File: config.mk
export PLATFORM = sky130hd
export DESIGN_NAME = dbus_arbiter
export DESIGN_NICKNAME = d
export VERILOG_FILES = /design/src/rtl/dbus_arbiter.sv
export SDC_FILE = /design/constraint.sdc
export NUM_CORES = 1
export LEC_CHECK = 0
export ABC_AREA = 1
export BUFFER_PORTS_ARGS = -buffer_cell sky130_fd_sc_hd__buf_2
export CORE_UTILIZATION = 28
export CTS_BUF_LIST = sky130_fd_sc_hd__clkbuf_8
export DETAILED_ROUTE_END_ITERATION = 8
export GPL_TIMING_DRIVEN = 0
export SLEW_MARGIN = 15
export SYNTH_ARGS = -nofsm -noshare
export SYNTH_HDL_FRONTEND = slang
export SYNTH_SLANG_ARGS = --single-unit
File: constraint.sdc
create_clock -name clk -period 10.9 [get_ports clk]
set_input_delay 2.18 -clock clk [delete_from_list [all_inputs] [get_ports clk]]
set_output_delay 2.18 -clock clk [all_outputs]
set_load 0.02 [all_outputs]
File: src/rtl/dbus_arbiter.sv
// Two-master data-bus arbiter in front of the RAM/IO decoder; one access in flight at a time.
// Define DBUS_ARB_RR_EN for round-robin arbitration; otherwise m0 has fixed priority.
module dbus_arbiter #(
  parameter int READ_LAT = 1
) (
  input  logic        clk,
  input  logic        rst,
  input  logic        m0_req,
  input  logic        m0_we,
  input  logic [31:0] m0_addr,
  input  logic [31:0] m0_wdata,
  output logic        m0_gnt,
  output logic        m0_rvalid,
  output logic [31:0] m0_rdata,
  input  logic        m1_req,
  input  logic        m1_we,
  input  logic [31:0] m1_addr,
  input  logic [31:0] m1_wdata,
  output logic        m1_gnt,
  output logic        m1_rvalid,
  output logic [31:0] m1_rdata,
  output logic [31:0] bus_addr,
  output logic        bus_we,
  output logic [31:0] bus_wdata,
  input  logic [31:0] bus_rdata,
  output logic        bus_busy
);

  typedef enum logic [1:0] {
    ST_IDLE  = 2'd0,
    ST_ISSUE = 2'd1,
    ST_WAIT  = 2'd2,
    ST_RESP  = 2'd3
  } state_t;

  localparam logic [2:0] LAT_C = 3'(READ_LAT);

  state_t      state_r;
  state_t      state_nxt_s;
  logic        sel_r;
  logic        we_r;
  logic [2:0]  wait_cnt_r;
  logic        any_req_s;
  logic        win_s;
  logic        capture_s;
`ifdef DBUS_ARB_RR_EN
  logic        last_gnt_r;
`endif

  // Winner selection among the currently requesting masters
  always_comb begin
    any_req_s = m0_req | m1_req;
`ifdef DBUS_ARB_RR_EN
    if (m0_req && m1_req) begin
      win_s = ~last_gnt_r;
    end else begin
      win_s = ~m0_req;
    end
`else
    win_s = ~m0_req;
`endif
  end

  assign capture_s = (state_r == ST_WAIT) && (wait_cnt_r == LAT_C);

  // State register; reset abandons any in-flight access
  always_ff @(posedge clk or posedge rst) begin
    if (rst) begin
      state_r <= ST_IDLE;
    end else begin
      state_r <= state_nxt_s;
    end
  end

  // Next-state logic
  always_comb begin
    state_nxt_s = state_r;
    case (state_r)
      ST_IDLE: begin
        if (any_req_s) begin
          state_nxt_s = ST_ISSUE;
        end else begin
          state_nxt_s = ST_IDLE;
        end
      end
      ST_ISSUE: begin
        if (we_r) begin
          state_nxt_s = ST_IDLE;
        end else begin
          state_nxt_s = ST_WAIT;
        end
      end
      ST_WAIT: begin
        if (capture_s) begin
          state_nxt_s = ST_RESP;
        end else begin
          state_nxt_s = ST_WAIT;
        end
      end
      ST_RESP: state_nxt_s = ST_IDLE;
      default: state_nxt_s = ST_IDLE;
    endcase
  end

  // Output decode: strobes come straight from registered state, so reset clears them at once
  always_comb begin
    m0_gnt    = 1'b0;
    m1_gnt    = 1'b0;
    m0_rvalid = 1'b0;
    m1_rvalid = 1'b0;
    bus_we    = 1'b0;
    bus_busy  = (state_r != ST_IDLE);
    case (state_r)
      ST_ISSUE: begin
        if (sel_r) begin
          m1_gnt = 1'b1;
        end else begin
          m0_gnt = 1'b1;
        end
        bus_we = we_r;
      end
      ST_RESP: begin
        if (sel_r) begin
          m1_rvalid = 1'b1;
        end else begin
          m0_rvalid = 1'b1;
        end
      end
      default: begin
        bus_we = 1'b0;
      end
    endcase
  end

  // Access latch on IDLE->ISSUE, wait counter and read-data capture
  always_ff @(posedge clk or posedge rst) begin
    if (rst) begin
      sel_r      <= 1'b0;
      we_r       <= 1'b0;
      bus_addr   <= 32'h0;
      bus_wdata  <= 32'h0;
      wait_cnt_r <= 3'd0;
      m0_rdata   <= 32'h0;
      m1_rdata   <= 32'h0;
    end else begin
      if ((state_r == ST_IDLE) && any_req_s) begin
        sel_r     <= win_s;
        we_r      <= win_s ? m1_we    : m0_we;
        bus_addr  <= win_s ? m1_addr  : m0_addr;
        bus_wdata <= win_s ? m1_wdata : m0_wdata;
      end
      if (state_r == ST_ISSUE) begin
        wait_cnt_r <= 3'd1;
      end else if (state_r == ST_WAIT) begin
        wait_cnt_r <= wait_cnt_r + 3'd1;
      end
      if (capture_s) begin
        if (sel_r) begin
          m1_rdata <= bus_rdata;
        end else begin
          m0_rdata <= bus_rdata;
        end
      end
    end
  end

`ifdef DBUS_ARB_RR_EN
  // Remember the last winner so simultaneous requests alternate; m0 wins first after reset
  always_ff @(posedge clk or posedge rst) begin
    if (rst) begin
      last_gnt_r <= 1'b1;
    end else if ((state_r == ST_IDLE) && any_req_s) begin
      last_gnt_r <= win_s;
    end
  end
`endif

endmodule
Yosys cells after proc, flatten, opt, wreduce, memory -nomap -nowiden
Index checks and enable logic that the tools add are counted.

operators by class
  bitwise logic cells = 3
  add/sub/neg operators = 1
  reduce and logical (&&, ||, !) cells = 7
  multiplexer cells = 16
  eq/ne operators = 4

operator list
  operator                                                          count
  32-bit 2-to-1 mux                                                 2
  1-bit 2-to-1 mux                                                  10
  2-bit one-hot mux with 4 select lines                             1
  3-bit 2-to-1 mux                                                  2
  2-bit == test (second input constant)                             2
  2-bit AND reduction                                               2
  2-bit nonzero test                                                2
  3-bit by 1-bit adder with 3-bit output (second input constant)    1
  3-bit by 1-bit == test with 1-bit output (second input constant)  1
  2-bit by 1-bit == test with 1-bit output (second input constant)  1
  1-bit logical AND                                                 2
  2-bit zero test                                                   1
  2-bit 2-to-1 mux                                                  1
  1-bit inverter                                                    2
  1-bit OR                                                          1

storage, ports and cells
  input bits = 166
  register bits = 135

Longest topological paths before layout
Gate-level depths: netlist of the first run.

  depth in word-level cells = 4
  depth in mapped cells = 8
  mapped depth without buffers = 7

Least setup slack after synthesis of the first run
Ideal clock, no wire load.

  kind = reg-to-output
  start = reg (tool-made name)
  end = out m0_gnt
  cell stages (with the launch flop) = 5
  buffers on the path = 0
  slack = 7.674 ns
  data required time = 8.720 ns
  arrival time = 1.046 ns
  cell sequence = dfrtp_1 > inv_1 > ha_1 > inv_1 > nor2_1

RTL lines
  what       line  RTL
  to (decl)  12    output logic m0_gnt,

Worst setup path in the final report of the first run
  start = reg sel_r
  end = out m1_rvalid

between the ends
  word-level cells in the longest chain between the ends = 2

ends and longest elaborated chain
  what                    line  RTL
  from (decl)             40    logic sel_r;
  from (signal assigned)  147   sel_r <= win_s;
  1-bit 2-to-1 mux        123   if (sel_r) begin
  1-bit 2-to-1 mux        113   case (state_r)
  to (decl)               20    output logic m1_rvalid,

No other way between the ends.

==> flow_metrics.tcl, run 1 <==
set metrics [dict create \
    worstSetupStartpoint "sel_r" \
    drcViolationCount 0 \
    critical_path_required_ns 8.72 \
    antenna_found_initial 3 \
    fp.dieW_um 151 \
    ios 300 \
    yosysWarningCount 0 \
    dieHeight_um 151 \
    clk_latency_worst_skew_pair_ns 0.44 \
    power_frac_clock_pct 18.8 \
    outcome "complete, no violations" \
    setup.worst_path.start_class "register" \
    tritoncts_clock_tree "built" \
    drt_pre_antenna_iters 4 \
    cts_setup_buffers 0 \
    sequentialPowerShare_pct 35.7 \
    globalRouteOverflowTotal 0 \
    cts_resized 0 \
    syn_nets 986 \
    drt_first_iter_violations 233 \
    cp-end-kind "output port" \
    crit_top_cell "sky130_fd_sc_hd__buf_2" \
    cpLargestDelayFamily "buffers and inverters" \
    cts_sinks 135 \
    cp_num_buf_inv 4 \
    post_synth.cell_area_avg_sq_um 7.68 \
    post_cts_hold_buffer_count 0 \
    setup.worst_path.class "register to output port" \
    synth_seq_cells 135 \
    post_synthesis_instance_total 813 \
    worst_hold_startpoint "m0_rdata[10]" \
    globalRouteTotalUtil_pct 17.9 \
    first_global_vias 5863 \
    setup_viol 0 \
    port_buffers 298 \
    hold_violations 0 \
    seq_area_frac_synth_pct 54.1 \
    power_dens_cells_nw_per_um2 286 \
    postRouteAntennaNets 0 \
    cts-buffers-inserted 17 \
    power.switching_w 0.00111 \
    floorplan.rows 54 \
    rr_worst_depth 8 \
    dp_slack_ns 7.36 \
    cpPeakStageDelay_ns 0.39 \
    sequence_of_cells_on_the_critical_path "buf_2, buf_1, nand2_1, inv_1, buf_2" \
    p_comb_share_pct 45.5 \
    critical-path-slowest-cell "sky130_fd_sc_hd__buf_1" \
    core_sq_um 21800 \
    clk_root_buffer_cell "sky130_fd_sc_hd__clkbuf_8" \
    post_drt_via_cell_ratio 4.35 \
    max-vdd-ir-drop_uv 96.9 \
    max_slew_margin_pct 66.0 \
    unrepaired_setup_endpoints_after_global_routing "no" \
    detailed_place_hpwl_mm 15.2 \
    timing.final.crit_share_pct 36.3 \
    power_leakage_nw 5.01 \
    clk_pin_slew_ns 0.08 \
    gp_routability_congestion 0.797 \
    final_max_slew_viol_count 0 \
    period_needed_ns 3.96 \
    cell_area_after_synthesis_sq_um 6240 \
    totalNegativeSetupSlack_ns 0 \
    final_net_count 1304 \
    final.setup_skew_ns 0.0105 \
    ctsHtreeMaxLevel 4 \
    via_count 6202 \
    drt-total-wl_mm 20.3 \
    swShare_pct 45.1 \
    critPathArrivalTime_ns 1.78 \
    path_max_fanout 10 \
    timing.critical_path.depth 5 \
    grt_pass1_wl_mm 30.9 \
    timing_worst_slew_pin_value_ns 0.510 \
    synthToLayoutAreaGrowth_pct 37.0 \
    die-area_sq_um 22900 \
    ys_types 17 \
    grt_start_max_net_pins 89 \
    worstHoldPathCells 2 \
    worst_setup_slack_after_layout_ns 6.94 \
    reg2reg_from "state_r[0]" \
    start_util_pct 28.6 \
    drt-wirelength-per-cell_um 14.3 \
    clock_path_buffers 2 \
    p_int_w 0.00134 \
    max_cap_violations 0 \
    worstHoldPathType "register to register" \
    final_layout_size_suffix_gt1_share_pct 31.5 \
    num-fill-cells 2328 \
    fmaxAchievable_mhz 252 \
]
-- sequential cells by signal, indices dropped and copies added, names as in the netlist, named ones only --
register / flops
bus_addr: 32
we_r: 1
wait_cnt_r: 3
m1_rdata: 32
state_r: 1
m0_rdata: 32
bus_wdata: 32
sel_r: 1
-- final cells by class --
type / instances / area (sq um) / share of cell area (%)
Inverter: 78 / 300 / 3.51
Antenna cell: 1 / 2.50 / 0.0293
Multi-Input combinational cell: 552 / 2320 / 27.1
Clock buffer: 19 / 262 / 3.06
Clock inverter: 13 / 169 / 1.98
Sequential cell: 135 / 3380 / 39.5
Tap cell: 280 / 350 / 4.10
Buffer: 48 / 253 / 2.96
Timing Repair Buffer: 299 / 1520 / 17.8
-- synthesized netlist by cell type, drive strengths merged --
master  count  area [sq um]
o21a        1          7.51
inv        78           293
nand2     400          1500
xnor2       1          8.76
nor2        8          32.5
nand3      64           320
buf        30           185
o22ai       1          6.26
dfrtp     135          3380
o21ai      70           354
clkbuf     18          67.6
ha          7          87.6
-- worst register-to-register path, stage by stage (launching register included) --
cell and delay [ns]:
sky130_fd_sc_hd__dfrtp_1 0.43, sky130_fd_sc_hd__inv_1 0.13, sky130_fd_sc_hd__ha_1 0.16, sky130_fd_sc_hd__nand2_1 0.05, sky130_fd_sc_hd__nor2_1 0.20, sky130_fd_sc_hd__buf_2 0.30, sky130_fd_sc_hd__buf_2 0.27, sky130_fd_sc_hd__nand3_1 0.15
sky130_fd_sc_hd__nand2_1 0.10
-- power groups by stage --
stage	clock (W)	sequential, W	combinational (W)
3_3_place_gp	0	0.000876	0.00112
4_1_cts	0.000473	0.000873	0.00113
5_1_grt	0.000494	0.000902	0.00124
6_report	0.000461	0.000873	0.00111
2_1_floorplan	0	0.00115	0.000418
3_5_place_dp	0	0.000875	0.00113
-- worst paths after layout --
path                                 end  slack (ns)
setup reg to reg             m0_rdata[9]        9.05
max in group asynchronous    bus_addr[8]        8.40
min in group asynchronous  bus_wdata[18]        1.72
setup / recovery               m1_rvalid        6.94
hold reg to reg             m0_rdata[10]        0.47
hold / removal              m0_rdata[10]        0.47
-- placed cells by master (no fill, tap or decap), drive strengths merged --
cell	count
clkbuf	37
nand3	64
xnor2	1
clkinvlp	3
inv	83
ha	7
bufinv	3
nand2	400
o21ai	70
nor2	8
o21a	1
dfrtp	135
clkinv	2
diode	1
o22ai	1
buf	329
-- cell families (layout without fill, tap and decap cells) --
| kind of cell | count (synthesis) | in the layout | share of synthesized area (%) |
|---|---|---|---|
| and+or+nand+nor | 472 | 472 | 29.7 |
| DFF | 135 | 135 | 54.1 |
| buffers and inverters | 126 | 457 | 8.74 |
| AOI/OAI and AO/OA | 72 | 72 | 5.89 |
| adders and majority gates | 7 | 7 | 1.40 |
| xor gates and xnor gates | 1 | 1 | 0.140 |
| other | 0 | 1 | 0 |
-- per-stage QoR --
stage	util [%]	hold WS (ns)	total power, W	instances	area, sq um
6_report	39.2	0.467	0.00245	1425	8550
5_1_grt	39.2	0.492	0.00264	1425	8550
4_1_cts	39.2	0.473	0.00248	1424	8550
3_5_place_dp	37.2	0.454	0.00201	1392	8120
3_3_place_gp	37.0	0.448	0.00199	1391	8080
2_1_floorplan	-	0.457	0.00157	813	6240
-- per-layer routing --
| layer | part of all wire, % | vias to the layer above | GRT usage, % |
|---|---|---|---|
| li1 | - | 3118 | - |
| met1 | 43 | 2808 | 22.2 |
| met2 | 47 | 253 | 29.7 |
| met3 | 8.4 | 19 | 5.39 |
| met4 | 1.4 | 4 | 5.55 |
| met5 | 0.13 | - | 0 |
Power figures use the tool's default switching activity.
==> run 2: changes to the inputs <==
Clock period 10.9 ns to 3.8 ns, I/O delays scaled along.
==> run 2 against run 1 <==
Register-to-register slack worse by 7.1 ns. Combinational power rose to 2.9 times the previous value. Core utilization up 0.15 points. Worst setup slack worse by 5.7 ns. Flip-flop and latch count unchanged. Cell area up 0.38%.
==> flow_metrics.tcl, run 2 (synthesis results as in run 1) <==
set metrics [dict create \
    floorplan.rows 54 \
    drcViolationCount 0 \
    die-area_sq_um 22900 \
    setup.worst_path.class "register to output port" \
    cp-end-kind "output port" \
    drt_pre_antenna_iters 4 \
    rr_worst_depth 8 \
    final_layout_size_suffix_gt1_share_pct 31.6 \
    grt_start_max_net_pins 36 \
    max_slew_margin_pct 60.1 \
    max-vdd-ir-drop_uv 289 \
    detailed_place_hpwl_mm 15.7 \
    drt_first_iter_violations 176 \
    globalRouteOverflowTotal 0 \
    port_buffers 298 \
    core_sq_um 21800 \
    cpLargestDelayFamily "buffers and inverters" \
    met3RoutedLength_mm 1.67 \
    dieHeight_um 151 \
    numPlacedInstances 1395 \
    ctsHtreeMaxLevel 4 \
    met2WireLength_mm 9.62 \
    reg2reg_from "state_r[0]" \
    fp.dieW_um 151 \
    commonest_non_fill_non_tap_cells_in_the_layout "400 x sky130_fd_sc_hd__nand2_1, 317 x sky130_fd_sc_hd__buf_2, 135 x sky130_fd_sc_hd__dfrtp_1" \
    routedLengthMet1_mm 8.79 \
    dr_top_layer "met4" \
    setup_viol 0 \
    outcome "complete, no violations" \
    cts_setup_buffers 0 \
    timing_worst_slew_pin_value_ns 0.598 \
    clk_latency_worst_skew_pair_ns 0.45 \
    clk_root_buffer_cell "sky130_fd_sc_hd__clkbuf_8" \
    setup.worst_path.start_class "register" \
    cts_sinks 135 \
    post_cts_hold_buffer_count 0 \
    drt-total-wl_mm 20.4 \
    final_max_slew_viol_count 0 \
    via_count 6218 \
    max_cap_violations 0 \
    synthToLayoutAreaGrowth_pct 37.5 \
    sequence_of_cells_on_the_critical_path "buf_2, buf_1, nand2_1, inv_1, buf_2" \
    critPathArrivalTime_ns 1.84 \
    globalRouteTotalUtil_pct 18.0 \
    worstHoldPathType "input port to asynchronous set/reset pin" \
    clk_pin_slew_ns 0.09 \
    timing.final.crit_share_pct 68.5 \
    layout_commonest_cell "sky130_fd_sc_hd__nand2_1" \
    unrepaired_setup_endpoints_after_global_routing "no" \
    final_core_util_pct 39.3 \
    power_dens_cells_nw_per_um2 815 \
    tritoncts_clock_tree "built" \
    cts_resized 0 \
    clock_path_buffers 2 \
    totalNegativeSetupSlack_ns 0 \
    fmaxAchievable_mhz 384 \
    start_util_pct 28.6 \
    final.setup_skew_ns 0.0133 \
    crit_top_cell "sky130_fd_sc_hd__buf_2" \
    ios 300 \
    timing.critical_path.depth 5 \
    gp_routability_congestion 0.831 \
    cp_num_buf_inv 4 \
    path_max_fanout 10 \
    cts-buffers-inserted 17 \
    first_global_vias 5994 \
    critical_path_required_ns 3.04 \
    power_leakage_nw 5.02 \
    final_standard_cell_count_with_taps_included_and_fillers_excluded 1429 \
    drt-wirelength-per-cell_um 14.3 \
    cpPeakStageDelay_ns 0.40 \
    critical-path-slowest-cell "sky130_fd_sc_hd__buf_1" \
    antenna_found_initial 2 \
    worstSetupStartpoint "sel_r" \
    period_needed_ns 2.60 \
    grt_pass1_wl_mm 31.4 \
    hold_violations 0 \
    postRouteAntennaNets 0 \
    final_net_count 1307 \
    post_drt_via_cell_ratio 4.35 \
]
-- run 2: cell count changes in the layout (fill, tap and decap cells not counted), sizes merged --
cell	previous run	this run
diode	1	2
clkinv	2	5
buf	329	332
inv	83	80
clkbuf	37	35
clkinvlp	3	5
-- run 2: report_power, final --
group | switching, W | leakage (nW) | internal [W]
Combinational | 0.00217 | 3.21 | 0.00104
Clock | 0.000622 | 0.200 | 0.000650
Sequential | 0.000388 | 1.61 | 0.00213
Total | 0.00318 | 5.02 | 0.00382
-- run 2: through the flow --
step                total power [W]  worst slack (ns)  area [sq um]  hold WS (ns)
detailed placement          0.00578              1.62          8170         0.454
CTS                         0.00709              1.12          8580         0.364
global placement            0.00572             0.323          8090         0.449
finish                      0.00699              1.20          8580         0.372
global route                0.00756              1.04          8580         0.376
floorplan                   0.00451              1.36          6250         0.457
-- run 2: per-layer routing --
layer / vias to the layer above / track usage [%]
met5: - / 0
met4: 0 / 5.65
met3: 19 / 5.15
met2: 245 / 30.9
met1: 2824 / 21.7
li1: 3130 / -
-- run 2: worst paths after layout --
check / end / slack, ns
worst max-delay path: m1_rvalid / 1.20
worst min-delay path: bus_wdata[12] / 0.37
worst max register to register: m1_rdata[14] / 1.96
worst min register to register: m1_rdata[13] / 0.47
max in group asynchronous: bus_addr[2] / 2.41
min in group clk: m1_rdata[13] / 0.47
-- run 2: final cells by class --
cell class	count	area (sq um)
inverter	78	297
timing repair buffer	302	1570
fill	2299	13200
tap	280	350
multi-input combinational	552	2320
clock buffer	17	234
antenna	2	5.00
buffer	48	253
clock inverter	15	178
sequential	135	3380
-- run 2: worst register-to-register path: stages, from the launching register on --
cell and delay [ns]:
sky130_fd_sc_hd__dfrtp_1 0.43, sky130_fd_sc_hd__inv_1 0.12, sky130_fd_sc_hd__ha_1 0.16, sky130_fd_sc_hd__nand2_1 0.05
sky130_fd_sc_hd__nor2_1 0.24, sky130_fd_sc_hd__buf_2 0.29, sky130_fd_sc_hd__buf_2 0.26, sky130_fd_sc_hd__nand3_1 0.14
sky130_fd_sc_hd__nand2_1 0.10
